**src/rtl/vga_timing_pkg.sv**
```systemverilog
// Shared timing defaults, FSM state type and counter-width helper for the
// parametrised VGA timing generator.
package vga_timing_pkg;

    localparam int unsigned DEF_H_ACTIVE = 640;
    localparam int unsigned DEF_H_FP     = 16;
    localparam int unsigned DEF_H_SYNC   = 96;
    localparam int unsigned DEF_H_BP     = 48;
    localparam int unsigned DEF_V_ACTIVE = 480;
    localparam int unsigned DEF_V_FP     = 10;
    localparam int unsigned DEF_V_SYNC   = 2;
    localparam int unsigned DEF_V_BP     = 33;

    typedef enum logic {
        WAIT_FILL = 1'b0,
        RUN       = 1'b1
    } vga_state_e;

    // A total of 1 still needs a one-bit counter.
    function automatic int unsigned cnt_w(input int unsigned total);
        return (total > 1) ? $clog2(total) : 1;
    endfunction

endpackage

```
**src/rtl/vga_sync_counter.sv**
```systemverilog
// Horizontal/vertical position counters with wrap detection and decode of
// the active area and the two sync windows.
module vga_sync_counter
    import vga_timing_pkg::*;
#(
    parameter int unsigned H_ACTIVE = DEF_H_ACTIVE,
    parameter int unsigned H_FP     = DEF_H_FP,
    parameter int unsigned H_SYNC   = DEF_H_SYNC,
    parameter int unsigned H_BP     = DEF_H_BP,
    parameter int unsigned V_ACTIVE = DEF_V_ACTIVE,
    parameter int unsigned V_FP     = DEF_V_FP,
    parameter int unsigned V_SYNC   = DEF_V_SYNC,
    parameter int unsigned V_BP     = DEF_V_BP
) (
    input  logic                                            clk,
    input  logic                                            rst_n,
    input  logic                                            run_i,
    output logic [cnt_w(H_ACTIVE+H_FP+H_SYNC+H_BP)-1:0]     h_cnt_o,
    output logic [cnt_w(V_ACTIVE+V_FP+V_SYNC+V_BP)-1:0]     v_cnt_o,
    output logic                                            active_o,
    output logic                                            h_win_o,
    output logic                                            v_win_o,
    output logic                                            frame_end_o
);

    localparam int unsigned H_TOTAL = H_ACTIVE + H_FP + H_SYNC + H_BP;
    localparam int unsigned V_TOTAL = V_ACTIVE + V_FP + V_SYNC + V_BP;
    localparam int unsigned H_W     = cnt_w(H_TOTAL);
    localparam int unsigned V_W     = cnt_w(V_TOTAL);

    logic [H_W-1:0] h_cnt_q, h_cnt_d;
    logic [V_W-1:0] v_cnt_q, v_cnt_d;
    logic           h_last, v_last;

    assign h_last = (32'(h_cnt_q) == H_TOTAL - 1);
    assign v_last = (32'(v_cnt_q) == V_TOTAL - 1);

    always_comb begin
        h_cnt_d = '0;
        v_cnt_d = '0;
        if (run_i) begin
            if (h_last) begin
                h_cnt_d = '0;
                v_cnt_d = v_last ? '0 : v_cnt_q + V_W'(1);
            end else begin
                h_cnt_d = h_cnt_q + H_W'(1);
                v_cnt_d = v_cnt_q;
            end
        end
    end

    always_ff @(posedge clk or negedge rst_n) begin
        if (!rst_n) begin
            h_cnt_q <= '0;
            v_cnt_q <= '0;
        end else begin
            h_cnt_q <= h_cnt_d;
            v_cnt_q <= v_cnt_d;
        end
    end

    assign h_cnt_o     = h_cnt_q;
    assign v_cnt_o     = v_cnt_q;
    assign active_o    = run_i && (32'(h_cnt_q) < H_ACTIVE) && (32'(v_cnt_q) < V_ACTIVE);
    // Windows are half-open: [ACTIVE+FP, ACTIVE+FP+SYNC).
    assign h_win_o     = run_i && (32'(h_cnt_q) >= H_ACTIVE + H_FP)
                               && (32'(h_cnt_q) <  H_ACTIVE + H_FP + H_SYNC);
    assign v_win_o     = run_i && (32'(v_cnt_q) >= V_ACTIVE + V_FP)
                               && (32'(v_cnt_q) <  V_ACTIVE + V_FP + V_SYNC);
    assign frame_end_o = run_i && h_last && v_last;

endmodule

```
**src/rtl/vga_timing_gen_param.sv**
```systemverilog
// Parametrised VGA timing generator: pulls pixels from a show-ahead FIFO and
// drives registered colour, syncs, blanking, coordinates and frame markers.
module vga_timing_gen_param
    import vga_timing_pkg::*;
#(
    parameter int unsigned COLOR_W        = 8,
    parameter int unsigned H_ACTIVE       = DEF_H_ACTIVE,
    parameter int unsigned H_FP           = DEF_H_FP,
    parameter int unsigned H_SYNC         = DEF_H_SYNC,
    parameter int unsigned H_BP           = DEF_H_BP,
    parameter int unsigned V_ACTIVE       = DEF_V_ACTIVE,
    parameter int unsigned V_FP           = DEF_V_FP,
    parameter int unsigned V_SYNC         = DEF_V_SYNC,
    parameter int unsigned V_BP           = DEF_V_BP,
    parameter logic        HSYNC_POL      = 1'b0,
    parameter logic        VSYNC_POL      = 1'b0,
    parameter int unsigned UNDERFLOW_MODE = 0
) (
    input  logic                                            clk,
    input  logic                                            rst,
    input  logic                                            fifo_empty,
    input  logic [3*COLOR_W-1:0]                            fifo_data,
    output logic                                            fifo_rreq,
    input  logic                                            clr_underflow,
    output logic [COLOR_W-1:0]                              red,
    output logic [COLOR_W-1:0]                              green,
    output logic [COLOR_W-1:0]                              blue,
    output logic                                            hsync,
    output logic                                            vsync,
    output logic                                            sync_n,
    output logic                                            blank_n,
    output logic [cnt_w(H_ACTIVE+H_FP+H_SYNC+H_BP)-1:0]     pixel_x,
    output logic [cnt_w(V_ACTIVE+V_FP+V_SYNC+V_BP)-1:0]     pixel_y,
    output logic                                            frame_start,
    output logic                                            underflow,
    output logic [15:0]                                     frame_count
);

    localparam int unsigned PX_W = cnt_w(H_ACTIVE + H_FP + H_SYNC + H_BP);
    localparam int unsigned PY_W = cnt_w(V_ACTIVE + V_FP + V_SYNC + V_BP);
    localparam int unsigned RGB_W = 3 * COLOR_W;

    vga_state_e state_q, state_d;

    logic [PX_W-1:0]  h_cnt;
    logic [PY_W-1:0]  v_cnt;
    logic             run, active, h_win, v_win, frame_end;

    logic [RGB_W-1:0] rgb_q, rgb_d;
    logic [RGB_W-1:0] hold_q, hold_d;
    logic             hsync_q, hsync_d;
    logic             vsync_q, vsync_d;
    logic             sync_n_q, sync_n_d;
    logic             blank_n_q, blank_n_d;
    logic [PX_W-1:0]  pixel_x_q, pixel_x_d;
    logic [PY_W-1:0]  pixel_y_q, pixel_y_d;
    logic             frame_start_q, frame_start_d;
    logic             underflow_q, underflow_d;
    logic [15:0]      frame_count_q, frame_count_d;

    assign run = (state_q == RUN);

    vga_sync_counter #(
        .H_ACTIVE (H_ACTIVE),
        .H_FP     (H_FP),
        .H_SYNC   (H_SYNC),
        .H_BP     (H_BP),
        .V_ACTIVE (V_ACTIVE),
        .V_FP     (V_FP),
        .V_SYNC   (V_SYNC),
        .V_BP     (V_BP)
    ) u_cnt (
        .clk         (clk),
        .rst_n       (rst),
        .run_i       (run),
        .h_cnt_o     (h_cnt),
        .v_cnt_o     (v_cnt),
        .active_o    (active),
        .h_win_o     (h_win),
        .v_win_o     (v_win),
        .frame_end_o (frame_end)
    );

    always_comb begin
        state_d = state_q;
        if (state_q == WAIT_FILL && !fifo_empty) begin
            state_d = RUN;
        end
    end

    assign fifo_rreq = active && !fifo_empty;

    always_comb begin
        rgb_d         = '0;
        hold_d        = hold_q;
        underflow_d   = underflow_q;
        if (active && !fifo_empty) begin
            rgb_d  = fifo_data;
            hold_d = fifo_data;
        end else if (active) begin
            rgb_d = (UNDERFLOW_MODE != 0) ? hold_q : '0;
        end
        // A new underflow wins over a clear in the same cycle.
        if (active && fifo_empty) begin
            underflow_d = 1'b1;
        end else if (clr_underflow) begin
            underflow_d = 1'b0;
        end

        hsync_d       = h_win ? HSYNC_POL : ~HSYNC_POL;
        vsync_d       = v_win ? VSYNC_POL : ~VSYNC_POL;
        sync_n_d      = hsync_d ^ vsync_d;
        blank_n_d     = active;
        pixel_x_d     = h_cnt;
        pixel_y_d     = v_cnt;
        frame_start_d = run && (h_cnt == '0) && (v_cnt == '0);
        frame_count_d = frame_end ? frame_count_q + 16'd1 : frame_count_q;
    end

    always_ff @(posedge clk or negedge rst) begin
        if (!rst) begin
            state_q       <= WAIT_FILL;
            rgb_q         <= '0;
            hold_q        <= '0;
            hsync_q       <= ~HSYNC_POL;
            vsync_q       <= ~VSYNC_POL;
            sync_n_q      <= (~HSYNC_POL) ^ (~VSYNC_POL);
            blank_n_q     <= 1'b0;
            pixel_x_q     <= '0;
            pixel_y_q     <= '0;
            frame_start_q <= 1'b0;
            underflow_q   <= 1'b0;
            frame_count_q <= '0;
        end else begin
            state_q       <= state_d;
            rgb_q         <= rgb_d;
            hold_q        <= hold_d;
            hsync_q       <= hsync_d;
            vsync_q       <= vsync_d;
            sync_n_q      <= sync_n_d;
            blank_n_q     <= blank_n_d;
            pixel_x_q     <= pixel_x_d;
            pixel_y_q     <= pixel_y_d;
            frame_start_q <= frame_start_d;
            underflow_q   <= underflow_d;
            frame_count_q <= frame_count_d;
        end
    end

    assign red         = rgb_q[RGB_W-1 -: COLOR_W];
    assign green       = rgb_q[2*COLOR_W-1 -: COLOR_W];
    assign blue        = rgb_q[COLOR_W-1:0];
    assign hsync       = hsync_q;
    assign vsync       = vsync_q;
    assign sync_n      = sync_n_q;
    assign blank_n     = blank_n_q;
    assign pixel_x     = pixel_x_q;
    assign pixel_y     = pixel_y_q;
    assign frame_start = frame_start_q;
    assign underflow   = underflow_q;
    assign frame_count = frame_count_q;

endmodule
```
**config.mk**
```make
export PLATFORM = sky130hd
export DESIGN_NAME = vga_timing_gen_param
export DESIGN_NICKNAME = d
export VERILOG_FILES = /design/src/rtl/vga_timing_pkg.sv /design/src/rtl/vga_sync_counter.sv /design/src/rtl/vga_timing_gen_param.sv
export SDC_FILE = /design/constraint.sdc
export NUM_CORES = 1
export LEC_CHECK = 0
export BUFFER_PORTS_ARGS = -buffer_cell sky130_fd_sc_hd__buf_2
export CAP_MARGIN = 15
export CORE_ASPECT_RATIO = 0.75
export CORE_MARGIN = 2
export CORE_UTILIZATION = 50
export CTS_CLUSTER_SIZE = 16
export DETAILED_ROUTE_END_ITERATION = 6
export GPL_TIMING_DRIVEN = 1
export PLACE_DENSITY_LB_ADDON = 0.2
export RECOVER_POWER = 100
export SYNTH_ARGS = -nofsm -noshare
export SYNTH_HDL_FRONTEND = slang
export SYNTH_SLANG_ARGS = --single-unit
```
**constraint.sdc**
```tcl
create_clock -name clk -period 2.6 [get_ports clk]
set_input_delay 0.52 -clock clk [delete_from_list [all_inputs] [get_ports clk]]
set_output_delay 0.52 -clock clk [all_outputs]
set_load 0.01 [all_outputs]
```
# Word-level counts from Yosys, hierarchy flattened
# Index checks and enable logic that the tools add are counted.
# word_totals
ff_bits	87
input_bits	28
output_inout_bits	67
word_cells	54
# op_classes
add_sub_neg	3
order_cmp	6
n_eq_ne	3
n_mux	10
n_bitwise	2
n_reduce_logical	17
# op_table
op	n
$mux 10	5
$mux 24	1
$add 10x1->10 const B	2
$eq 10x10->1 const B	2
$logic_not 10->1	2
$lt 10x10->1 const B	2
$lt 10x9->1 const B	2
$add 16x1->16 const B	1
$logic_and 1x1->1	13
$ge 10x10->1 const B	1
$ge 10x9->1 const B	1
$mux 1	4
$ne 2x1->1 const B	1
$reduce_bool 2->1	1
$logic_not 1->1	1
$not 1->1	1
$xor 1x1->1	1

# Logic depth before layout (Yosys ltp)
# depth
ltp_word	5
depth_mapped	7

# By module
# Synthesis repeated with hierarchy kept, for this count alone.
# hier_totals
hier_cells	282
hier_area_um2	3519.6
# modules_own_cells
mod	instances	cells_each	area_each_um2
vga_timing_gen_param	1	156	2311.0
vga_sync_counter	1	126	1208.7

# Worst setup path before layout
# No wires, ideal clock.
# synth_path
path_type	register to register
start	register u_cnt.v_cnt_q[0] (netlist: u_cnt.v_cnt_o[0])
end	register u_cnt.v_cnt_q[7] (netlist: u_cnt.v_cnt_o[7])
setup_ps	126
arrival_ps	2006
t_required_ps	2474
path_slack_ps	468
stages_incl_launch_ff	8
path_cell_list	dfrtp_1 inv_1 ha_1 or4b_4 or3_1 buf_6 and2_4 a221o_1
# synth_between
elab_chain_len	4
# synth_lines
item	line	text
start: declaration	vga_sync_counter.sv:32	logic [V_W-1:0] v_cnt_q, v_cnt_d;
start signal: assignment	vga_sync_counter.sv:58	v_cnt_q <= v_cnt_d;
$add 10x1->10 or $eq 10x10->1 (tied branches)	vga_sync_counter.sv:44, vga_sync_counter.sv:36	
$mux 10 (*)	vga_sync_counter.sv:44	v_cnt_d = v_last ? '0 : v_cnt_q + V_W'(1);
$mux 10 (*)	vga_sync_counter.sv:42	if (h_last) begin
$mux 10 (*)	vga_sync_counter.sv:41	if (run_i) begin
# Every way passes the cells marked *; elsewhere a longest branch is shown, timed or not. The select of a mux whose other input is x is not followed.
# A chain may end at the register's enable or synchronous reset.

# Worst setup path in the final report
# layout_path
start	register u_cnt.v_cnt_q[1] (netlist: u_cnt.v_cnt_o[1])
end	register u_cnt.v_cnt_q[7] (netlist: u_cnt.v_cnt_o[7])
# The elaborated chain is that of the path after synthesis.

==> results.md <==
- Crit path cell chain: inv_1, ha_1, or4b_1, or3_1, and4_1, a221o_1
- Initial core utilization: 51.49%
- Initial antenna violation count: 0
- IO Pins: 95
- WS Path Type: register to register
- Clock-pin slew on the worst setup and hold paths: ~0.080 ns
- #FFs+latches synth: between 80 and 90
- Port bufs: 94
- Clock tree sinks: between 80 and 90
- Status: complete, but fails checks
- Final Hold Fails: 0
- Post-synth cell types: 39
- CTS buffer count: 9
- GRT overflow: 0
- Syn avg cell area: approximately 12 µm²
- Worst Path Max Fanout: 11
- DRC: 0
- Row cnt: 26
- Antenna Violating Nets Remaining: 0
- Total die area: between 0.007 and 0.008 mm²
- CP max stage delay: between 0.5 and 0.6 ns
- Violated checks: capacitance limit, slew limit
- Wirelength per Cell: 15.07 µm
- Most frequent cells in the layout: dfrtp_1, clkbuf_1, buf_2, xnor2_1, nand3_1
- Tmin final: roughly 2.4 ns
- Kind of cell adding the most delay to the critical path: simple AND/OR/NAND/NOR gates
- Crit path launch: u_cnt.v_cnt_o[1]$_DFFE_PN0P_
- CP endpoint kind: register
- Gr usage total: about a fifth
- First-pass GRT wire length: approximately 13000 µm
- Arr. time, crit path: between 2 and 3 ns
- Relative slew slack: -37.00%
- Area delta synth->final: 20.48%
- Synth Net Count: 324
- Worst EP required: ~2.8 ns
- Fin Setup TNS: 0 ns
- Synth warnings: 0
- Largest net degree at the start of global routing: between 50 and 60
- Period utilization: 91.90%
- CP bufs+invs: 1
- Commonest non-fill, non-tap cell in the layout: dfrtp_1
- First-pass DRT Iterations: 4
- CTS tree: done
- Slew of the pin with the lowest slew margin: just over 2 ns
- Post-CTS Setup Bufs: 0
- Cell area after synthesis: around 0.0035 mm²
- DIE HEIGHT: 76.47 µm
- Final worst setup slack: between 0.2 and 0.25 ns
- Final Setup Violations: 0
- First DRT Iteration DRCs: between 150 and 200
- Hold_sp: clr_underflow
- Number of global-route vias before repair: 2531
- # diodes: 0
- Share of layout cells above drive strength 1: between 10% and 20%
- Detailed Route WL: ~7300 µm
- RSZ-0062 raised after global routing: no
- Vias: between 2000 and 3000
- Core area: around 0.007 mm²
- R2R Path Start: u_cnt.v_cnt_o[1]$_DFFE_PN0P_
- Peak supply drop: roughly 360 µV
- Htree depth: 3
- GPL Wtd Cong: 0.8232
- Power per Cell Area: 726.2 mW/mm²
- Clk root buf: clkbuf_8
- Post-CTS sizing: 0
- Cells after Synth: about 290
- Seq/Total Area, Yosys: 62.26%
- Hold Buf Count CTS: 0
- Final core occ: between 60% and 70%
- CP startpoint kind: register
- Worst Skew: roughly 0.012 ns
- Max-Cap Viols: 1
- NumNets Final: around 430
- Leak pwr: ~1.9 nW
- CTS Buffer Depth: 2
- FILL cells: 582
- Clock latency at the later pin of the worst-skew pair: 0.35 ns
- Dpl hpwl: roughly 5100 µm
- Die width: approximately 100 µm
- Hold WC Path Type: primary input to register
- Vias per cell: about 5.2
- Pre-CTS setup slack: roughly 0.30 ns
- Slew Viols, Final: 38
- Slowest cell on crit path: or3_1
- Highest clock rate: 0.4185 GHz
per-layer routing:
metal	vias up	GRT usage, %	wire, µm	share of wire [%]
li1	1224	-	-	-
met1	1247	28.72	3325	46
met2	62	32.40	3601	49
met3	6	6.697	294	4.0
met4	0	5.479	75	1.0
met5	-	0	0	0
cells in the mapped netlist (all sizes together):
cell type  count  area (µm²)
ha             5       62.56
nor3           9       50.05
o211ai         4       30.03
and3           9       56.30
nand2         11       43.80
a22o           2       17.52
nor4           5       46.29
xnor2         21       183.9
a21oi          2       10.01
o21ai          4       20.02
o41ai          1       8.760
and4           5       43.79
nand2b         1       6.260
or2            1       6.260
dfstp          2       52.55
nand4b         2       17.52
dfrtp         85        2127
or4b           2       27.53
mux2           1       11.26
xor2           4       35.03
nor2          15       56.30
nand4         15       93.84
clkbuf         5       18.77
and2          31       196.4
a41oi          1       8.760
or3            1       6.260
buf            7       47.54
inv            8       30.03
nand3         20       100.1
a221o          1       10.01
nand3b         2       15.01
a31oi          5       31.28
o41a           1       11.26
nor2b          3       18.77
path summary, 6_finish.rpt:
kind / to / slack (ns) / cells after the start
hold / removal: underflow$_DFFE_PN0P_ / 0.37 / 2
setup / recovery: u_cnt.v_cnt_o[7]$_DFFE_PN0P_ / 0.21 / 6
setup reg to reg: u_cnt.v_cnt_o[7]$_DFFE_PN0P_ / 0.21 / 6
min in group asynchronous: pixel_x[9]$_DFF_PN0_ / 0.76 / 1
max in group asynchronous: frame_count[0]$_DFFE_PN0P_ / 0.67 / 1
hold reg to reg: pixel_x[1]$_DFF_PN0_ / 0.46 / 0
kinds of logic after synthesis:
logic type	share of synthesized area, %
xor+xnor	6.254
fa+ha+maj	1.787
flops	62.26
simple gates	22.41
buf+inv	2.752
compound gates	4.218
mux	0.3216
state kept, by name (all words and copies together) (netlist names):
name / flops
rgb_q: 24
frame_count: 16
pixel_x: 10
pixel_y: 10
u_cnt.h_cnt_o: 10
u_cnt.v_cnt_o: 10
blank_n: 1
frame_start: 1
hsync: 1
run: 1
sync_n: 1
underflow: 1
vsync: 1
power breakdown:
group	switching, mW	total, mW	leakage [nW]	internal (mW)
sequential	0.116	1.59	1.14	1.48
combinational	0.228	0.375	0.624	0.147
clock	0.455	1.10	0.114	0.641
through the flow:
stage / cell area, µm² / hold slack [ns] / power, mW / std cells
2_1_floorplan: 3501 / 0.2244 / 1.857 / 291
3_3_place_gp: 4108 / 0.4406 / 2.020 / 468
3_5_place_dp: 4108 / 0.4423 / 2.033 / 468
4_1_cts: 4345 / 0.1321 / 3.138 / 484
5_1_grt: 4218 / 0.3513 / 3.220 / 484
6_report: 4218 / 0.3659 / 3.063 / 484
area by class of cell:
cell class,instances,area [µm²],share of cell area [%]
clock buffers,11,131.4,3.115
clock inverters,5,106.4,2.522
inverters,8,30.03,0.7120
multi-input cells,184,1215,28.80
flip-flops and latches,87,2180,51.68
well taps,84,105.1,2.492
repair buffers,105,450.4,10.68
No activity file was read; power rests on OpenSTA's default activity.
